===== src/rtl/sdram_port_arbiter.sv =====
// sdram_port_arbiter
//   Shares one SDRAM controller command port between the LCD frame reader
//   (burst reads, high priority) and the Julia pixel writer (single-beat
//   writes). Read data is returned to the reader one cycle after the
//   controller presents it. The number of read beats in flight is bounded,
//   and a starvation limit guarantees the writer forward progress.
//
// Ports
//   clk, reset_n                 clock, asynchronous active-low reset
//   rd_req/rd_addr/rd_len        reader request (held until rd_gnt)
//   rd_gnt                       1-cycle pulse: read command accepted
//   rd_data/rd_valid             returned read data, one pulse per beat
//   wr_req/wr_addr/wr_data       writer request (held until wr_gnt)
//   wr_gnt                       1-cycle pulse: write command accepted
//   m_addr/m_read/m_write        controller command
//   m_wdata/m_burstcount         controller write data / burst length
//   m_waitrequest                controller stall, command held while high
//   m_rdata/m_rdvalid            controller read return
//   err_underflow                sticky: read beat returned with none outstanding
module sdram_port_arbiter #(
   parameter int unsigned ADDR_W          = 22,
   parameter int unsigned DATA_W          = 32,
   parameter int unsigned BURST_W         = 4,
   parameter int unsigned STARVE_LIMIT    = 8,
   parameter int unsigned MAX_OUTSTANDING = 16
) (
   input  logic              clk,
   input  logic              reset_n,
   input  logic              rd_req,
   input  logic [ADDR_W-1:0] rd_addr,
   input  logic [BURST_W-1:0] rd_len,
   output logic              rd_gnt,
   output logic [DATA_W-1:0] rd_data,
   output logic              rd_valid,
   input  logic              wr_req,
   input  logic [ADDR_W-1:0] wr_addr,
   input  logic [DATA_W-1:0] wr_data,
   output logic              wr_gnt,
   output logic [ADDR_W-1:0] m_addr,
   output logic              m_read,
   output logic              m_write,
   output logic [DATA_W-1:0] m_wdata,
   output logic [BURST_W-1:0] m_burstcount,
   input  logic              m_waitrequest,
   input  logic [DATA_W-1:0] m_rdata,
   input  logic              m_rdvalid,
   output logic              err_underflow
);

   // Wide enough for outstanding plus a maximal new burst in the room check.
   localparam int unsigned OUT_W = $clog2(MAX_OUTSTANDING + (1 << BURST_W) + 1);
   localparam int unsigned STV_W = $clog2(STARVE_LIMIT + 1);

   typedef enum logic [1:0] {IDLE, RD_CMD, WR_CMD} state_t;

   state_t             state;
   state_t             state_nxt;
   logic [OUT_W-1:0]   outstanding;
   logic [OUT_W-1:0]   outstanding_nxt;
   logic [STV_W-1:0]   starve_cnt;
   logic [BURST_W-1:0] len_eff;
   logic               room;
   logic               starve_ok;
   logic               pick_rd;
   logic               pick_wr;
   logic               rd_accept;
   logic               wr_accept;

   always_ff @(posedge clk or negedge reset_n) begin
      if (!reset_n) begin
         state <= IDLE;
      end else begin
         state <= state_nxt;
      end
   end

   always_comb begin
      state_nxt = state;
      len_eff   = (rd_len == '0) ? BURST_W'(1) : rd_len;
      room      = (outstanding + OUT_W'(len_eff)) <= OUT_W'(MAX_OUTSTANDING);
      // Reads win unless the writer has been passed over STARVE_LIMIT times.
      starve_ok = (starve_cnt < STV_W'(STARVE_LIMIT)) || !wr_req;
      pick_rd   = 1'b0;
      pick_wr   = 1'b0;
      rd_accept = 1'b0;
      wr_accept = 1'b0;
      case (state)
         IDLE: begin
            if (rd_req && room && starve_ok) begin
               pick_rd   = 1'b1;
               state_nxt = RD_CMD;
            end else if (wr_req) begin
               pick_wr   = 1'b1;
               state_nxt = WR_CMD;
            end
         end
         RD_CMD: begin
            if (!m_waitrequest) begin
               rd_accept = 1'b1;
               state_nxt = IDLE;
            end
         end
         WR_CMD: begin
            if (!m_waitrequest) begin
               wr_accept = 1'b1;
               state_nxt = IDLE;
            end
         end
         default: state_nxt = IDLE;
      endcase
      rd_gnt = rd_accept;
      wr_gnt = wr_accept;

      // Accept and a returning beat in the same cycle apply their net change;
      // a beat with nothing outstanding is flagged and never decrements.
      outstanding_nxt = outstanding;
      if (rd_accept) begin
         outstanding_nxt = outstanding_nxt + OUT_W'(m_burstcount);
      end
      if (m_rdvalid && (outstanding != '0)) begin
         outstanding_nxt = outstanding_nxt - OUT_W'(1);
      end
   end

   always_ff @(posedge clk or negedge reset_n) begin
      if (!reset_n) begin
         m_addr        <= '0;
         m_read        <= 1'b0;
         m_write       <= 1'b0;
         m_wdata       <= '0;
         m_burstcount  <= '0;
         rd_data       <= '0;
         rd_valid      <= 1'b0;
         err_underflow <= 1'b0;
         outstanding   <= '0;
         starve_cnt    <= '0;
      end else begin
         outstanding <= outstanding_nxt;
         rd_data     <= m_rdata;
         rd_valid    <= m_rdvalid;
         if (m_rdvalid && (outstanding == '0)) begin
            err_underflow <= 1'b1;
         end

         if (pick_rd) begin
            m_read       <= 1'b1;
            m_addr       <= rd_addr;
            m_burstcount <= len_eff;
         end else if (pick_wr) begin
            m_write      <= 1'b1;
            m_addr       <= wr_addr;
            m_wdata      <= wr_data;
            m_burstcount <= BURST_W'(1);
         end
         if (rd_accept) begin
            m_read <= 1'b0;
         end
         if (wr_accept) begin
            m_write <= 1'b0;
         end

         if (rd_accept) begin
            if (!wr_req) begin
               starve_cnt <= '0;
            end else if (starve_cnt != STV_W'(STARVE_LIMIT)) begin
               starve_cnt <= starve_cnt + STV_W'(1);
            end
         end else if (wr_accept) begin
            starve_cnt <= '0;
         end
      end
   end

endmodule

===== config.mk =====
export PLATFORM = sky130hd
export DESIGN_NAME = sdram_port_arbiter
export DESIGN_NICKNAME = d
export VERILOG_FILES = /design/src/rtl/sdram_port_arbiter.sv
export SDC_FILE = /design/constraint.sdc
export NUM_CORES = 1
export LEC_CHECK = 0
export ABC_AREA = 0
export CORE_ASPECT_RATIO = 1.4
export CORE_UTILIZATION = 40
export CTS_CLUSTER_SIZE = 20
export DETAILED_ROUTE_END_ITERATION = 7
export PLACE_DENSITY = 0.81
export SETUP_SLACK_MARGIN = 0.1
export SLEW_MARGIN = 20
export SYNTH_ARGS = -nofsm -noshare
export SYNTH_HDL_FRONTEND = slang
export SYNTH_SLANG_ARGS = --single-unit

===== constraint.sdc =====
create_clock -name clk -period 4 [get_ports clk]
set_clock_uncertainty 0.15 [all_clocks]
set_input_delay 0.8 -clock clk [delete_from_list [all_inputs] [get_ports clk]]
set_output_delay 0.8 -clock clk [all_outputs]
set_load 0.01 [all_outputs]

==> After elaboration in Yosys (flattened, before gate mapping) <==
Index checks and enable logic that the tools add are counted.
{ "classes": {"add_sub_neg": 4, "magnitude_cmp": 2, "eq_ne": 7, "n_mux": 28, "bitwise": 1, "n_reduce_logical": 19} }
{ "op_table": {"columns": ["cell", "count"], "rows": [
  ["22-bit two-way mux", 2],
  ["4-bit two-way mux", 7],
  ["1-bit two-way mux", 13],
  ["6-bit by 4-bit adder with 6-bit output", 2],
  ["6-bit two-way mux", 2],
  ["2-bit AND reduction", 4],
  ["2-bit nonzero test", 4],
  ["6-bit by 5-bit less-or-equal comparator with 1-bit output, second input constant", 1],
  ["6-bit zero test", 1],
  ["2-bit two-way mux", 3],
  ["6-bit nonzero test", 1],
  ["6-bit by 1-bit subtractor with 6-bit output, second input constant", 1],
  ["4-bit by 1-bit adder with 4-bit output, second input constant", 1],
  ["1-bit logical AND", 4],
  ["4-bit zero test", 1],
  ["4-bit less-than comparator, second input constant", 1],
  ["2-bit != test, second input constant", 2],
  ["4-bit != test, second input constant", 1],
  ["2-bit one-hot mux with 2 select lines", 1],
  ["3-bit by 2-bit != test with 1-bit output, second input constant", 1],
  ["3-bit != test, second input constant", 1],
  ["2-bit by 1-bit equality test with 1-bit output, second input constant", 1],
  ["2-bit equality test, second input constant", 1],
  ["2-bit zero test", 1],
  ["4 further kinds", 4]
]} }
{ "totals": {"register_bits": 106, "inputBits": 118, "output_inout_bits": 96, "word_cells": 72} }

==> Longest topological paths before layout <==
Gate-level depths: netlist of run 1.
{ "depth": {"word_depth": 11, "ltp_mapped": 13} }

==> Worst setup path before layout of run 1 <==
No wires, ideal clock.
{ "synth_path": {"path_kind": "input -> register", "from": "input rd_len[1]", "to": "register m_addr[0]", "setup_time_ns": 0.126, "arrival_ns": 3.039, "required_time_ns": 3.724, "path_slack_ns": 0.685, "cell_stages": 13, "n_path_buf": 2, "cell_sequence": "nor3_1 nor2_1 inv_1 ha_1 fa_1 xor2_1 nor4b_2 mux2i_1 a211oi_2 nor2_1 buf_6 buf_6 a221o_1"} }
{ "synth_between": {"elab_chain_len": 9} }
{ "synth_rtl": {"columns": ["element", "line_no", "text"], "rows": [
  ["start, declared", "31", "input logic [BURST_W-1:0] rd_len,"],
  ["4-bit zero test", "79", "len_eff = (rd_len == '0) ? BURST_W'(1) : rd_len;"],
  ["4-bit two-way mux (*)", "79", null],
  ["6-bit by 4-bit adder with 6-bit output (*)", "80", "room = (outstanding + OUT_W'(len_eff)) <= OUT_W'(MAX_OUTSTANDING);"],
  ["6-bit by 5-bit less-or-equal comparator with 1-bit output (*)", "80", null],
  ["1-bit logical AND (*) (2 in series)", "89", "if (rd_req && room && starve_ok) begin"],
  ["1-bit two-way mux", "89", null],
  ["1-bit two-way mux", "87", "case (state)"],
  ["22-bit two-way mux or 2-bit nonzero test (tied branches)", null, null],
  ["end signal, assigned", "147", "m_addr <= rd_addr;"],
  ["end signal, assigned", "151", "m_addr <= wr_addr;"],
  ["end, declared", "39", "output logic [ADDR_W-1:0] m_addr,"]
]} }
Mark *: on every way between the ends. The rest lies on a longest branch, timed or not.
A chain may end at the register's enable or synchronous reset.

==> Final worst setup path of run 1 <==
{ "layout_path": {"from": "input rd_len[3]", "to": "register m_addr[7]"} }
The elaborated chain is that of the path after synthesis.

==> results of run 1 <==
layer usage:
layer  vias up  wire (um)
met1      1729       4320
met5         -          0
met4         0        379
li1       1594          -
met2       140       6470
met3        27        849
worst min path at each step:
stage                                         start  slack [ns]                         to  cells after the start
final                     err_underflow$_DFFE_PN0P_        0.32  err_underflow$_DFFE_PN0P_                      1
after global routing      err_underflow$_DFFE_PN0P_        0.35  err_underflow$_DFFE_PN0P_                      1
after CTS                 err_underflow$_DFFE_PN0P_        0.32  err_underflow$_DFFE_PN0P_                      1
after detailed placement  err_underflow$_DFFE_PN0P_        0.31  err_underflow$_DFFE_PN0P_                      1
after global placement    err_underflow$_DFFE_PN0P_        0.30  err_underflow$_DFFE_PN0P_                      1
after floorplan           starve_cnt[2]$_DFFE_PN0P_        0.31  starve_cnt[2]$_DFFE_PN0P_                      1
metrics by stage:
step | instance area, um2 | utilization [%] | cells
floorplan | 4340 | - | 320
global placement | 6740 | 64.4 | 673
detailed placement | 6740 | 64.4 | 673
CTS | 7060 | 67.5 | 689
global route | 7060 | 67.5 | 689
finish | 7060 | 67.5 | 689
where the power goes:
group	internal, uW	total [uW]	switching, uW
combinational	1490	2590	1100
sequential	1460	1730	266
clock	554	945	391
cell families (layout without fill, tap and decap cells):
| logic type | count (synthesis) | count (layout) | synth area share (%) |
|---|---|---|---|
| flip-flops | 106 | 106 | 61.1 |
| AND/OR/NAND/NOR | 66 | 66 | 8.32 |
| AO/OA/AOI/OAI | 57 | 57 | 10.6 |
| multiplexers | 38 | 38 | 9.68 |
| buffers and inverters | 25 | 256 | 2.97 |
| adder cells (fa/ha/maj) | 16 | 16 | 4.95 |
| XOR/XNOR | 12 | 12 | 2.42 |
worst max-delay path: stages:
cell and delay (ns):
clkdlybuf4s50_1 0.51, nor3_1 0.06, nor2_1 0.13, inv_1 0.07, ha_1 0.21, fa_1 0.41, xor2_1 0.20, nor4b_2 0.24
mux2i_1 0.14, buf_4 0.17, a21oi_2 0.29, a21oi_2 0.10, buf_4 0.18, a221o_1 0.30
state kept, by name, indices dropped and copies added, names as in the netlist:
name           cells
err_underflow      1
m_addr            22
m_read             1
starve_cnt         4
state              2
m_wdata           32
rd_data           32
outstanding        6
m_write            1
rd_valid           1
m_burstcount       4
synth_stat cells (all sizes together) (2+ instances only):
master / count
dfrtp: 106
mux2: 32
and2: 23
a221o: 22
ha: 14
nor2: 13
inv: 12
nand2: 12
o21ai: 10
a21oi: 8
buf: 8
xnor2: 7
mux2i: 6
clkbuf: 5
xor2: 5
nand3: 4
nor2b: 4
nand4: 3
a211oi: 2
a22o: 2
and3: 2
fa: 2
layout make-up:
cell class,instances,share of cell area (%)
clock buffers,11,3.30
clock inverters,5,1.20
inverters,12,0.638
multi-input cells,189,22.3
flip-flops and latches,106,37.6
well taps,138,2.45
repair buffers,228,32.5
==> impl_metrics.env, run 1 <==
export IMPL_period_needed_ns=3.73
export IMPL_synth_cells=320
export IMPL_synth_top_area_share_pct=61.1
export IMPL_io_pins=214
export IMPL_critPathLaunchType="input port"
export IMPL_yosys_area_top_type="dfrtp_1"
export IMPL_clk_pin_slew_ns=0.07
export IMPL_period_share_pct=93.1
export IMPL_drtPass1Iterations=6
export IMPL_layout_commonest_cell="clkdlybuf4s50_1"
export IMPL_rows=44
export IMPL_drive_gt1_share_pct=12.7
export IMPL_clock_sinks=106
export IMPL_grt_overflow_total=0
export IMPL_status="finished, final reports clean"
export IMPL_timing_rr_end="m_addr[7]$_DFFE_PN0P_"
export IMPL_fillCellCount=773
export IMPL_synth_flop_cell="dfrtp_1"
export IMPL_cts_buffer_depth=2
export IMPL_antenna_found_initial=0
export IMPL_vias=3490
export IMPL_htreeDepth=3
export IMPL_ys_seq_elements=106
export IMPL_synth_async_reset_ratio_pct=100
export IMPL_grt_start_max_net_pins=87
export IMPL_hold_path_class="flip-flop to flip-flop"
export IMPL_critPathKind="input port to flip-flop"
export IMPL_max_slew_margin_rel_pct=48.3
export IMPL_wl_per_cell_um=17.4
export IMPL_drv_slew=0
export IMPL_crit_required_ns=4.07
export IMPL_die_area_mm2=0.0113
export IMPL_hpwl_mm=9.19
export IMPL_power_uw=5260
export IMPL_routed_via_density=5.07
export IMPL_cellPowerDensity_mw_per_mm2=745
export IMPL_port_buffers=213
export IMPL_final_cell_mix="212 x clkdlybuf4s50_1, 106 x dfrtp_1, 32 x mux2_2"
export IMPL_cts_setup_buffers=0
export IMPL_rsz0062_at_grt="no"
export IMPL_insertion_delay_ns=0.34
export IMPL_core_area_mm2=0.0105
export IMPL_syn_nets=454
export IMPL_routabilityCongestion=0.855
export IMPL_wirelength_mm=12.0
export IMPL_yosys_warnings=0
export IMPL_die_x_um=90.1
export IMPL_grt_use_met1_pct=23.8
export IMPL_ir_drop_mv=0.386
export IMPL_drc_errors=0
export IMPL_synth_sequential_area_ratio_pct=61.1
export IMPL_timing_hold_ws_ns=0.322
export IMPL_postRouteAntennaNets=0
export IMPL_use_met3_pct=6.75
export IMPL_area_delta_synth_final_pct=62.6
export IMPL_synth_area_mm2=0.00434
export IMPL_reg2reg_slack_ns=1.06
export IMPL_worstMarginPinSlew_ns=0.775
export IMPL_syn_area_per_cell_um2=13.6
export IMPL_grt_use_met2_pct=39.8
export IMPL_pre_cts_ws_ns=-0.0706
export IMPL_cts_tree="done"
export IMPL_maxCapViolations=0
export IMPL_tns_ns=0
export IMPL_numCtsBuffers=9
export IMPL_end_kind="flip-flop"
export IMPL_seq_area_mm2=0.00265
export IMPL_grt_pass1_wl_mm=19.4
export IMPL_hold_viol=0
export IMPL_synth_edf_count=0
export IMPL_worst_path_max_fanout=8
export IMPL_synthTopCellsByArea="dfrtp_1 61%, mux2_2 8.3%, a221o_1 5.1%"
export IMPL_endpoint="m_addr[7]$_DFFE_PN0P_"
export IMPL_fin_ws_ns=0.275
export IMPL_setup_viol=0
export IMPL_cts_hold_fix_buffers=0
export IMPL_dr_first_iter_drc_count=156
export IMPL_die_h_um=125
export IMPL_arrival_ns=3.79
export IMPL_leakage_uw=0.00297
export IMPL_critPathLaunch="rd_len[3]"
export IMPL_synth_distinct_cells=43
export IMPL_start_util_pct=41.5
export IMPL_first_global_vias=3869
export IMPL_top_usage_layer="met2"
export IMPL_grtUsageTotal_pct=22.2
export IMPL_multiInputGateArea_mm2=0.00158
export IMPL_root_buffer="clkbuf_16"
export IMPL_cts_resized=0
export IMPL_ff2ff_path_depth=10
export IMPL_nets=680
export IMPL_n_antenna_cell=0
export IMPL_timing_rr_start="outstanding[0]$_DFF_PN0_"
export IMPL_fmax_ghz=0.268
(Power assumes the default switching activity.)
==> run 2: changes to the inputs <==
GPL_ROUTABILITY_DRIVEN = 0   (was unset)
==> results of run 2 <==
The final DEF is identical to that of run 1; final timing and power are the same.
==> run 3: changes to the inputs <==
CORE_MARGIN = 2   (was unset)
==> impl_metrics.env, run 3 (synthesis gave the netlist of run 1 again) <==
export IMPL_layout_commonest_cell="clkdlybuf4s50_1"
export IMPL_cts_hold_fix_buffers=0
export IMPL_maxCapViolations=0
export IMPL_endpoint="m_addr[10]$_DFFE_PN0P_"
export IMPL_area_delta_synth_final_pct=61.0
export IMPL_dr_first_iter_drc_count=121
export IMPL_worstMarginPinSlew_ns=0.559
export IMPL_top_regs="m_wdata: 32 flops, rd_data: 32 flops, m_addr: 22 flops"
export IMPL_use_met3_pct=7.84
export IMPL_postRouteAntennaNets=0
export IMPL_tns_ns=0
export IMPL_hold_viol=0
export IMPL_hpwl_mm=9.13
export IMPL_worst_path_max_fanout=43
export IMPL_port_buffers=213
export IMPL_drc_errors=0
export IMPL_final_cell_mix="212 x clkdlybuf4s50_1, 106 x dfrtp_1, 32 x mux2_2"
export IMPL_hold_path_class="flip-flop to flip-flop"
export IMPL_wl_per_cell_um=17.4
export IMPL_start_util_pct=40.6
export IMPL_grt_use_met2_pct=39.3
export IMPL_cts_setup_buffers=0
export IMPL_vias=3436
export IMPL_top_usage_layer="met2"
export IMPL_root_buffer="clkbuf_16"
export IMPL_fmax_ghz=0.273
export IMPL_critPathKind="input port to flip-flop"
export IMPL_routed_via_density=4.99
export IMPL_end_kind="flip-flop"
export IMPL_max_slew_margin_rel_pct=62.6
export IMPL_rows=45
export IMPL_timing_hold_ws_ns=0.327
export IMPL_wirelength_mm=12.0
export IMPL_drive_gt1_share_pct=12.6
export IMPL_pre_cts_ws_ns=-0.00231
export IMPL_timing_rr_end="m_addr[10]$_DFFE_PN0P_"
export IMPL_reg2reg_slack_ns=1.06
export IMPL_die_h_um=127
export IMPL_cellPowerDensity_mw_per_mm2=730
export IMPL_fin_ws_ns=0.337
export IMPL_io_pins=214
export IMPL_period_needed_ns=3.66
export IMPL_n_antenna_cell=0
export IMPL_drv_slew=0
export IMPL_die_area_mm2=0.0117
export IMPL_grt_pass1_wl_mm=19.1
export IMPL_rsz0062_at_grt="no"
export IMPL_ff2ff_path_depth=9
export IMPL_grtUsageTotal_pct=21.2
export IMPL_ir_drop_mv=0.348
export IMPL_leakage_uw=0.00294
export IMPL_antenna_found_initial=0
export IMPL_numCtsBuffers=9
export IMPL_arrival_ns=3.74
export IMPL_timing_rr_start="outstanding[0]$_DFF_PN0_"
export IMPL_period_share_pct=91.6
export IMPL_drtPass1Iterations=4
export IMPL_core_area_mm2=0.0107
export IMPL_cts_buffer_depth=2
export IMPL_critPathLaunchType="input port"
export IMPL_crit_required_ns=4.08
export IMPL_first_global_vias=3765
export IMPL_placed_area_mm2=0.00670
export IMPL_die_x_um=92.1
export IMPL_clk_pin_slew_ns=0.07
export IMPL_grt_use_met1_pct=21.9
export IMPL_stdcell_area_mm2=0.00699
export IMPL_grt_start_max_net_pins=107
export IMPL_clock_sinks=106
export IMPL_insertion_delay_ns=0.35
export IMPL_htreeDepth=3
export IMPL_nets=677
export IMPL_status="finished, final reports clean"
export IMPL_grt_overflow_total=0
export IMPL_fin_util_pct=65.4
export IMPL_critPathLaunch="rd_len[2]"
export IMPL_cts_resized=0
export IMPL_setup_viol=0
export IMPL_cts_tree="done"
run 3: changes by cell type in the layout (fill, tap and decap cells not counted), sizes merged:
cell,delta
clkinv,+4
inv,+1
clkinvlp,-1
buf,-3
bufinv,-2
clkbuf,-2
run 3: worst min-delay path by stage:
stage                              startpoint                        end  slack (ns)  cells after the start
global route        err_underflow$_DFFE_PN0P_  err_underflow$_DFFE_PN0P_        0.34                      1
detailed placement  err_underflow$_DFFE_PN0P_  err_underflow$_DFFE_PN0P_        0.31                      1
floorplan           starve_cnt[2]$_DFFE_PN0P_  starve_cnt[2]$_DFFE_PN0P_        0.31                      1
global placement    err_underflow$_DFFE_PN0P_  err_underflow$_DFFE_PN0P_        0.31                      1
finish              err_underflow$_DFFE_PN0P_  err_underflow$_DFFE_PN0P_        0.33                      1
CTS                 err_underflow$_DFFE_PN0P_  err_underflow$_DFFE_PN0P_        0.33                      1
run 3: metrics by stage:
step / instances / power, uW
finish: 689 / 5110
detailed placement: 673 / 4280
floorplan: 320 / 3080
CTS: 689 / 5170
global placement: 673 / 4190
global route: 689 / 5450
run 3: worst max-delay path: stages:
cell	delay (ns)
clkdlybuf4s50_1	0.50
nor3_1	0.05
nor2_1	0.13
inv_1	0.07
ha_1	0.21
fa_1	0.41
xor2_1	0.20
nor4b_2	0.22
mux2i_1	0.16
a211oi_2	0.32
nor2_4	0.09
buf_12	0.19
a221o_1	0.36
run 3: cell type report:
cell class / instances / area (um2)
clock inverter: 7 / 72.6
timing repair buffer: 225 / 2240
fill: 824 / 3700
tap: 141 / 176
clock buffer: 9 / 225
multi-input combinational: 189 / 1580
inverter: 12 / 45.0
sequential: 106 / 2650
run 3: per-layer routing:
metal	vias up	wire [um]
li1	1588	-
met1	1691	4080
met2	142	6610
met3	15	1080
met4	0	208
met5	-	0
run 3: report_power, final:
part           total (uW)  switching [uW]  internal (uW)
sequential           1720             256           1460
combinational        2520            1090           1430
clock                 869             429            440
